## src/rtl/uart_tx.sv

```systemverilog
// UART transmitter: start bit, DATA_BITS data bits LSB first, optional even parity, STOP_BITS stop bits.
// Optional parity bit is enabled by defining UART_TX_PARITY_EN.
module uart_tx #(
   parameter int CLKS_PER_BIT = 8,
   parameter int DATA_BITS    = 8,
   parameter int STOP_BITS    = 1
) (
   input  logic                 CLK,
   input  logic                 RST,
   input  logic [DATA_BITS-1:0] DATA,
   input  logic                 DATA_VALID,
   output logic                 TXD,
   output logic                 TX_BUSY,
   output logic                 TX_DONE
);

   localparam int CNT_W = $clog2(CLKS_PER_BIT);
   localparam int BIT_W = $clog2(DATA_BITS);

   localparam logic [CNT_W-1:0] CNT_LAST  = CNT_W'(CLKS_PER_BIT - 1);
   localparam logic [BIT_W-1:0] BIT_LAST  = BIT_W'(DATA_BITS - 1);
   localparam logic [BIT_W-1:0] STOP_LAST = BIT_W'(STOP_BITS - 1);

   typedef enum logic [2:0] {
      S_IDLE,
      S_START,
      S_DATA,
`ifdef UART_TX_PARITY_EN
      S_PARITY,
`endif
      S_STOP
   } state_t;

   state_t               state_q;
   logic [CNT_W-1:0]     clk_cnt_q;
   logic [BIT_W-1:0]     bit_cnt_q;
   logic [DATA_BITS-1:0] shift_q;
   logic                 txd_q;
   logic                 busy_q;
   logic                 done_q;
`ifdef UART_TX_PARITY_EN
   logic                 parity_q;
`endif

   assign TXD     = txd_q;
   assign TX_BUSY = busy_q;
   assign TX_DONE = done_q;

   // TXD is registered but reset asynchronously, so the line goes idle the moment RST rises.
   always_ff @(posedge CLK or posedge RST) begin
      if (RST) begin
         state_q   <= S_IDLE;
         clk_cnt_q <= '0;
         bit_cnt_q <= '0;
         shift_q   <= '0;
         txd_q     <= 1'b1;
         busy_q    <= 1'b0;
         done_q    <= 1'b0;
`ifdef UART_TX_PARITY_EN
         parity_q  <= 1'b0;
`endif
      end else begin
         done_q <= 1'b0;
         case (state_q)
            S_IDLE: begin
               txd_q <= 1'b1;
               if (DATA_VALID && !busy_q) begin
                  shift_q   <= DATA;
                  state_q   <= S_START;
                  busy_q    <= 1'b1;
                  txd_q     <= 1'b0;
                  clk_cnt_q <= '0;
                  bit_cnt_q <= '0;
`ifdef UART_TX_PARITY_EN
                  parity_q  <= ^DATA;
`endif
               end
            end
            S_START: begin
               if (clk_cnt_q == CNT_LAST) begin
                  clk_cnt_q <= '0;
                  state_q   <= S_DATA;
                  txd_q     <= shift_q[0];
               end else begin
                  clk_cnt_q <= clk_cnt_q + CNT_W'(1);
               end
            end
            S_DATA: begin
               if (clk_cnt_q == CNT_LAST) begin
                  clk_cnt_q <= '0;
                  shift_q   <= shift_q >> 1;
                  if (bit_cnt_q == BIT_LAST) begin
                     bit_cnt_q <= '0;
`ifdef UART_TX_PARITY_EN
                     state_q   <= S_PARITY;
                     txd_q     <= parity_q;
`else
                     state_q   <= S_STOP;
                     txd_q     <= 1'b1;
`endif
                  end else begin
                     bit_cnt_q <= bit_cnt_q + BIT_W'(1);
                     // shift_q[1] becomes bit 0 on this same edge.
                     txd_q     <= shift_q[1];
                  end
               end else begin
                  clk_cnt_q <= clk_cnt_q + CNT_W'(1);
               end
            end
`ifdef UART_TX_PARITY_EN
            S_PARITY: begin
               if (clk_cnt_q == CNT_LAST) begin
                  clk_cnt_q <= '0;
                  state_q   <= S_STOP;
                  txd_q     <= 1'b1;
               end else begin
                  clk_cnt_q <= clk_cnt_q + CNT_W'(1);
               end
            end
`endif
            S_STOP: begin
               txd_q <= 1'b1;
               if (clk_cnt_q == CNT_LAST) begin
                  clk_cnt_q <= '0;
                  if (bit_cnt_q == STOP_LAST) begin
                     bit_cnt_q <= '0;
                     state_q   <= S_IDLE;
                     busy_q    <= 1'b0;
                     done_q    <= 1'b1;
                  end else begin
                     bit_cnt_q <= bit_cnt_q + BIT_W'(1);
                  end
               end else begin
                  clk_cnt_q <= clk_cnt_q + CNT_W'(1);
               end
            end
            default: begin
               state_q   <= S_IDLE;
               clk_cnt_q <= '0;
               bit_cnt_q <= '0;
               txd_q     <= 1'b1;
               busy_q    <= 1'b0;
            end
         endcase
      end
   end

endmodule

```

## config.mk

```make
export PLATFORM = sky130hd
export DESIGN_NAME = uart_tx
export DESIGN_NICKNAME = d
export VERILOG_FILES = /design/src/rtl/uart_tx.sv
export SDC_FILE = /design/constraint.sdc
export NUM_CORES = 1
export LEC_CHECK = 0
export ABC_AREA = 0
export BUFFER_PORTS_ARGS = -buffer_cell sky130_fd_sc_hd__clkbuf_2
export CORE_UTILIZATION = 60
export DETAILED_ROUTE_END_ITERATION = 10
export PLACE_DENSITY = 0.86
export SYNTH_ARGS = -nofsm -noshare
export SYNTH_HDL_FRONTEND = slang
export SYNTH_SLANG_ARGS = --single-unit
```

## constraint.sdc

```tcl
create_clock -name CLK -period 5.6 [get_ports CLK]
set_clock_uncertainty 0.15 [all_clocks]
set_input_delay 0.28 -clock CLK [delete_from_list [all_inputs] [get_ports CLK]]
set_output_delay 0.28 -clock CLK [all_outputs]
set_load 0.01 [all_outputs]
```

---- Word level (Yosys, flattened, before mapping) ----
Index checks and enable logic that the tools add are counted.
word-level totals
  input port bits ......................... 11
  output and inout bits ................... 3
  word-level logic and storage cells ...... 64
  bits in registers ....................... 20
operators by class
  reductions and logical operators ........ 12
  bitwise gates (word level) .............. 2
  equal/unequal tests ..................... 11
  mux-type cells .......................... 30
  add/sub/neg operators ................... 2
operators by type and width
  kind                   count
  $mux W3                12
  $pmux W3 S4            2
  $mux W8                2
  $pmux W8 S2            1
  $ne A2 B2 Y1 const B   6
  $mux W1                10
  $reduce_and A4 Y1      2
  $add A3 B1 Y3 const B  2
  $eq A3 B2 Y1 const B   2
  $eq A3 B3 Y1 const B   2
  $logic_not A3 Y1       2
  $pmux W1 S3            2
  $pmux W3 S2            1
  $reduce_and A6 Y1      1
  $eq A3 B1 Y1 const B   1
  $reduce_and A3 Y1      1
  $reduce_or A3 Y1       1
  $not A1 Y1             2
  $reduce_and A2 Y1      1
  $reduce_bool A2 Y1     1
  $reduce_or A2 Y1       1
  $logic_and A1 B1 Y1    1
  $logic_not A1 Y1       1

---- Longest topological paths before layout ----
  depth after elaboration ................. 4
  depth in mapped cells ................... 7

---- Worst setup path before layout ----
OpenSTA, ideal clock, no wires.
  path kind ............................... register to register
  start ................................... reg state_q[0]
  end ..................................... reg busy_q (netlist: TX_BUSY)
  arrival ................................. 1.575 ns
  slack ................................... 3.748 ns
  clock period less this slack ............ 1.852 ns
  stages on the path, launching flop included .. 7
  library setup time ...................... 0.128 ns
  path through ............................ dfrtp_1 inv_1 ha_1 and2_4 buf_6 nor4_4 mux2_1
between the ends
  cells in the longest elaborated chain, start to end .. 4
  elaborated cells between the ends (all ways) .. 11
  classes of those cells .................. eq/ne (6); mux (1); bitwise (1); reduce/logical (3)
RTL lines
  what                                                 line  RTL
  start, declared                                      34    state_t state_q;
  start signal, assigned                               52    state_q <= S_IDLE;
  start signal, assigned                               69    state_q <= S_START;
  start signal, assigned                               82    state_q <= S_DATA;
  $eq A3 B2 Y1 / $eq A3 B1 Y1 (equally long branches)  64    case (state_q)
  $reduce_or A2 Y1 (no source line)                    --
  $not A1 Y1 (no source line)                          --
  $reduce_and A4 Y1 (no source line)                   --
  end signal, assigned                                 57    busy_q <= 1'b0;
  end signal, assigned                                 70    busy_q <= 1'b1;
  end signal, assigned                                 128   busy_q <= 1'b0;
  end, declared                                        39    logic busy_q;
Parallel ways exist; a longest one is shown, timed or not.
A chain may end at the register's enable or synchronous reset.

---- Worst setup path after layout ----
  start ................................... reg state_q[0]
  end ..................................... reg shift_q[3]
between the ends
  cells in the longest elaborated chain, start to end .. 3
  elaborated cells between the ends (all ways) .. 7
  classes of those cells .................. eq/ne (3); mux (1); reduce/logical (3)
RTL lines
  what                                                                        line  RTL
  $eq A3 B2 Y1 / $logic_not A3 Y1 (equally long branches)                     64
  $ne A2 B2 Y1 (no source line) / $reduce_bool A2 Y1 (equally long branches)  --
  $reduce_and A3 Y1 (no source line)                                          --
  end signal, assigned                                                        91    shift_q <= shift_q >> 1;
  end, declared                                                               37    logic [DATA_BITS-1:0] shift_q;
Parallel ways exist; a longest one is shown, timed or not.

==> qor.yml <==
synth_seq_cells: 19
area_growth_pct: 9.62
critPathMaxFanout: 14
grt_max_degree: 20
place_congestion: 0.796
cap_violations: 0
post-route-period-util: 0.388
diodes: 0
fin_area_mm2: 0.00125
htree_levels: 1
io_buffers: 13
pwr-share-seq: 0.331
power.switching_mw: 0.313
insertion_delay_ns: 0.29
ys_seq_area_frac: 0.416
setup-violations-final: 0
slowest_delay_ns: 0.55
synth_fp_nets: 128
fillers: 127
grt_pass1_wl_mm: 3.32
start_kind: "flip-flop"
slowest_stage: "ha_1"
maxSlewViolCount: 0
clockBufferDepth: 2
timing.slew.headroom: 0.524
drtAntennaViolNets: 0
cts-resized-gates: 0
fp-row-count: 15
wl_mm: 1.88
synthesis.area_mm2: 0.00114
crit_arrival_ns: 2.25
syn-mean-instance-area_um2: 10.8
postCtsSetupRepairBufs: 0
place_ws_ns: 3.46
max_freq_mhz: 461
path_delay_family: "compound AO/OA/AOI/OAI gates"
synth_compound_area_frac: 0.114
path_class: "flip-flop to flip-flop"
synth_top_family_by_area: "simple AND/OR/NAND/NOR gates"
finalHoldViolations: 0
tightestPinTransition_ns: 0.714
dp_hpwl_mm: 1.47
drive_above_1_share: 0.231
internal-power_mw: 0.428
power_mw: 0.742
path_buf_inv: 1
regToRegSetupSlack_ns: 3.43
first_pass_iters: 4
grt_usage: 0.228
clk_pin_slew_ns: 0.11
initial_utilization: 0.649
placed_area_mm2: 0.00122
ys_warn_count: 0
drc: 0
nets: 144
drt_iter0_drc: 15
p_leak_nw: 0.604
cts_hold_buf: 1
postSynthCellCount: 106
netSwitchingFraction: 0.423
hold_path_class: "input pin to flip-flop"
path_cells: "inv_1 -> ha_1 -> nor2_1 -> a211oi_4 -> nor2_1 -> a21oi_1"
power_density_mw_per_mm2: 591
worst_setup_path_end_kind: "flip-flop"
combPwrFrac: 0.575
first_global_vias: 806
ys_types: 29
die_x_um: 45.7
synth-simple-area-share: 0.185
die_area_mm2: 0.00209
cp_common_cell: "nor2_1"
finalCriticalPeriod_ns: 2.17
setup_ws_ns: 3.43
die_y_um: 45.7
wire_per_inst_um: 12.9
status: "finished clean"
antenna_found_initial: 0
critPathRequiredTime_ns: 5.68
cts_tree: "built"
synth_xor_area_frac: 0
coreArea_mm2: 0.00176
via_count: 795
whs_ns: 0.128
clock_sinks: 19
rsz0062_at_grt: "false"
num_io_pins: 14
ir_drop_mv: 0.384
cts_buffers: 3
setup-tns-final_ns: 0
grt_overflow: 0
synth_adder_area_share: 0.120
viasPerCell: 5.45
power_frac_clock: 0.093
clock-root-buffer: "clkbuf_4"
synth_mux_area_frac: 0.121
==> power by group through the flow <==
| stage | Clock [mW] | Sequential, mW | Combinational (mW) |
|---|---|---|---|
| after global routing | 0.0763 | 0.253 | 0.482 |
| after global placement | 0 | 0.243 | 0.408 |
| after detailed placement | 0 | 0.248 | 0.428 |
| after CTS | 0.0713 | 0.245 | 0.430 |
| final | 0.0690 | 0.246 | 0.427 |
| after floorplan | 0 | 0.239 | 0.370 |
==> path summary, 6_finish.rpt <==
kind	start	endpoint	depth (start not counted)
max	state_q[0]	shift_q[3]	6
min	DATA[2]	shift_q[2]	3
max reg2reg	state_q[0]	shift_q[3]	6
min reg2reg	TXD	TXD	2
max in group asynchronous	RST	clk_cnt_q[2]	3
min in group asynchronous	RST	shift_q[2]	3
==> worst register-to-register path, cell delays in order, from the launching register on <==
cell	delay, ns
dfrtp_1	0.43
inv_1	0.13
ha_1	0.55
nor2_1	0.18
a211oi_4	0.46
nor2_1	0.09
a21oi_1	0.12
==> cells by family (layout without fill, tap and decap cells) <==
group,count (synthesis),count (layout)
and+or+nand+nor,33,33
AOI/OAI and AO/OA,20,20
DFF,19,19
muxes,13,13
adders and majority gates,11,11
buffers and inverters,10,25
==> cell type report <==
class	instances	area, um2	share of cell area
multi-input cells	77	618	0.493
flip-flops and latches	19	477	0.380
repair buffers	14	75.1	0.0598
well taps	25	31.3	0.0249
inverters	7	26.3	0.0209
clock buffers	3	22.5	0.0179
clock inverters	1	5.00	0.00399
==> metrics by stage <==
stage                     utilization  std cells
final                           0.711        146
after global routing            0.711        146
after CTS                       0.711        146
after detailed placement        0.690        141
after global placement          0.690        141
after floorplan                     -        106
==> layer usage <==
| layer | vias to the layer above | routed length [um] | track usage |
|---|---|---|---|
| li1 | 388 | - | - |
| met1 | 378 | 886 | 0.276 |
| met2 | 20 | 895 | 0.383 |
| met3 | 9 | 51 | 0.0357 |
| met4 | 0 | 49 | 0.121 |
| met5 | - | 0 | 0 |
==> cells in the mapped netlist (all sizes together) <==
library cell   n  share of area
nand2b         5          0.034
a21boi         1         0.0066
and2b          1         0.0087
nor4           4          0.054
inv            7          0.023
a21o           1         0.0066
buf            3          0.021
a2bb2oi        1         0.0077
nor2          14          0.046
mux2           4          0.043
nor2b          1         0.0077
a2111oi        1         0.0077
ha            11           0.12
o21a           1         0.0066
nand2          6          0.020
a211oi         1          0.017
dfstp          1          0.023
dfrtp         18           0.39
and2           2          0.015
mux2i          9          0.079
o21ai          6          0.026
a21oi          8          0.035
==> state kept, by name (all words and copies together) (netlist names) <==
signal,flops
shift_q,8
bit_cnt_q,3
clk_cnt_q,3
state_q,2
TXD,1
TX_BUSY,1
TX_DONE,1
==> layout by cell type (no fill, tap or decap), types with 2 or more instances in the layout <==
master    count
and2_4        2
nor2_1       14
o21ai_0       5
clkbuf_4      3
nand2b_1      4
nand2_1       6
dfrtp_1      18
nor4_4        2
clkbuf_2     13
mux2_1        3
mux2i_1       9
a21oi_1       8
inv_1         7
ha_1         11
Note: power is estimated with default switching activity, not from simulation.
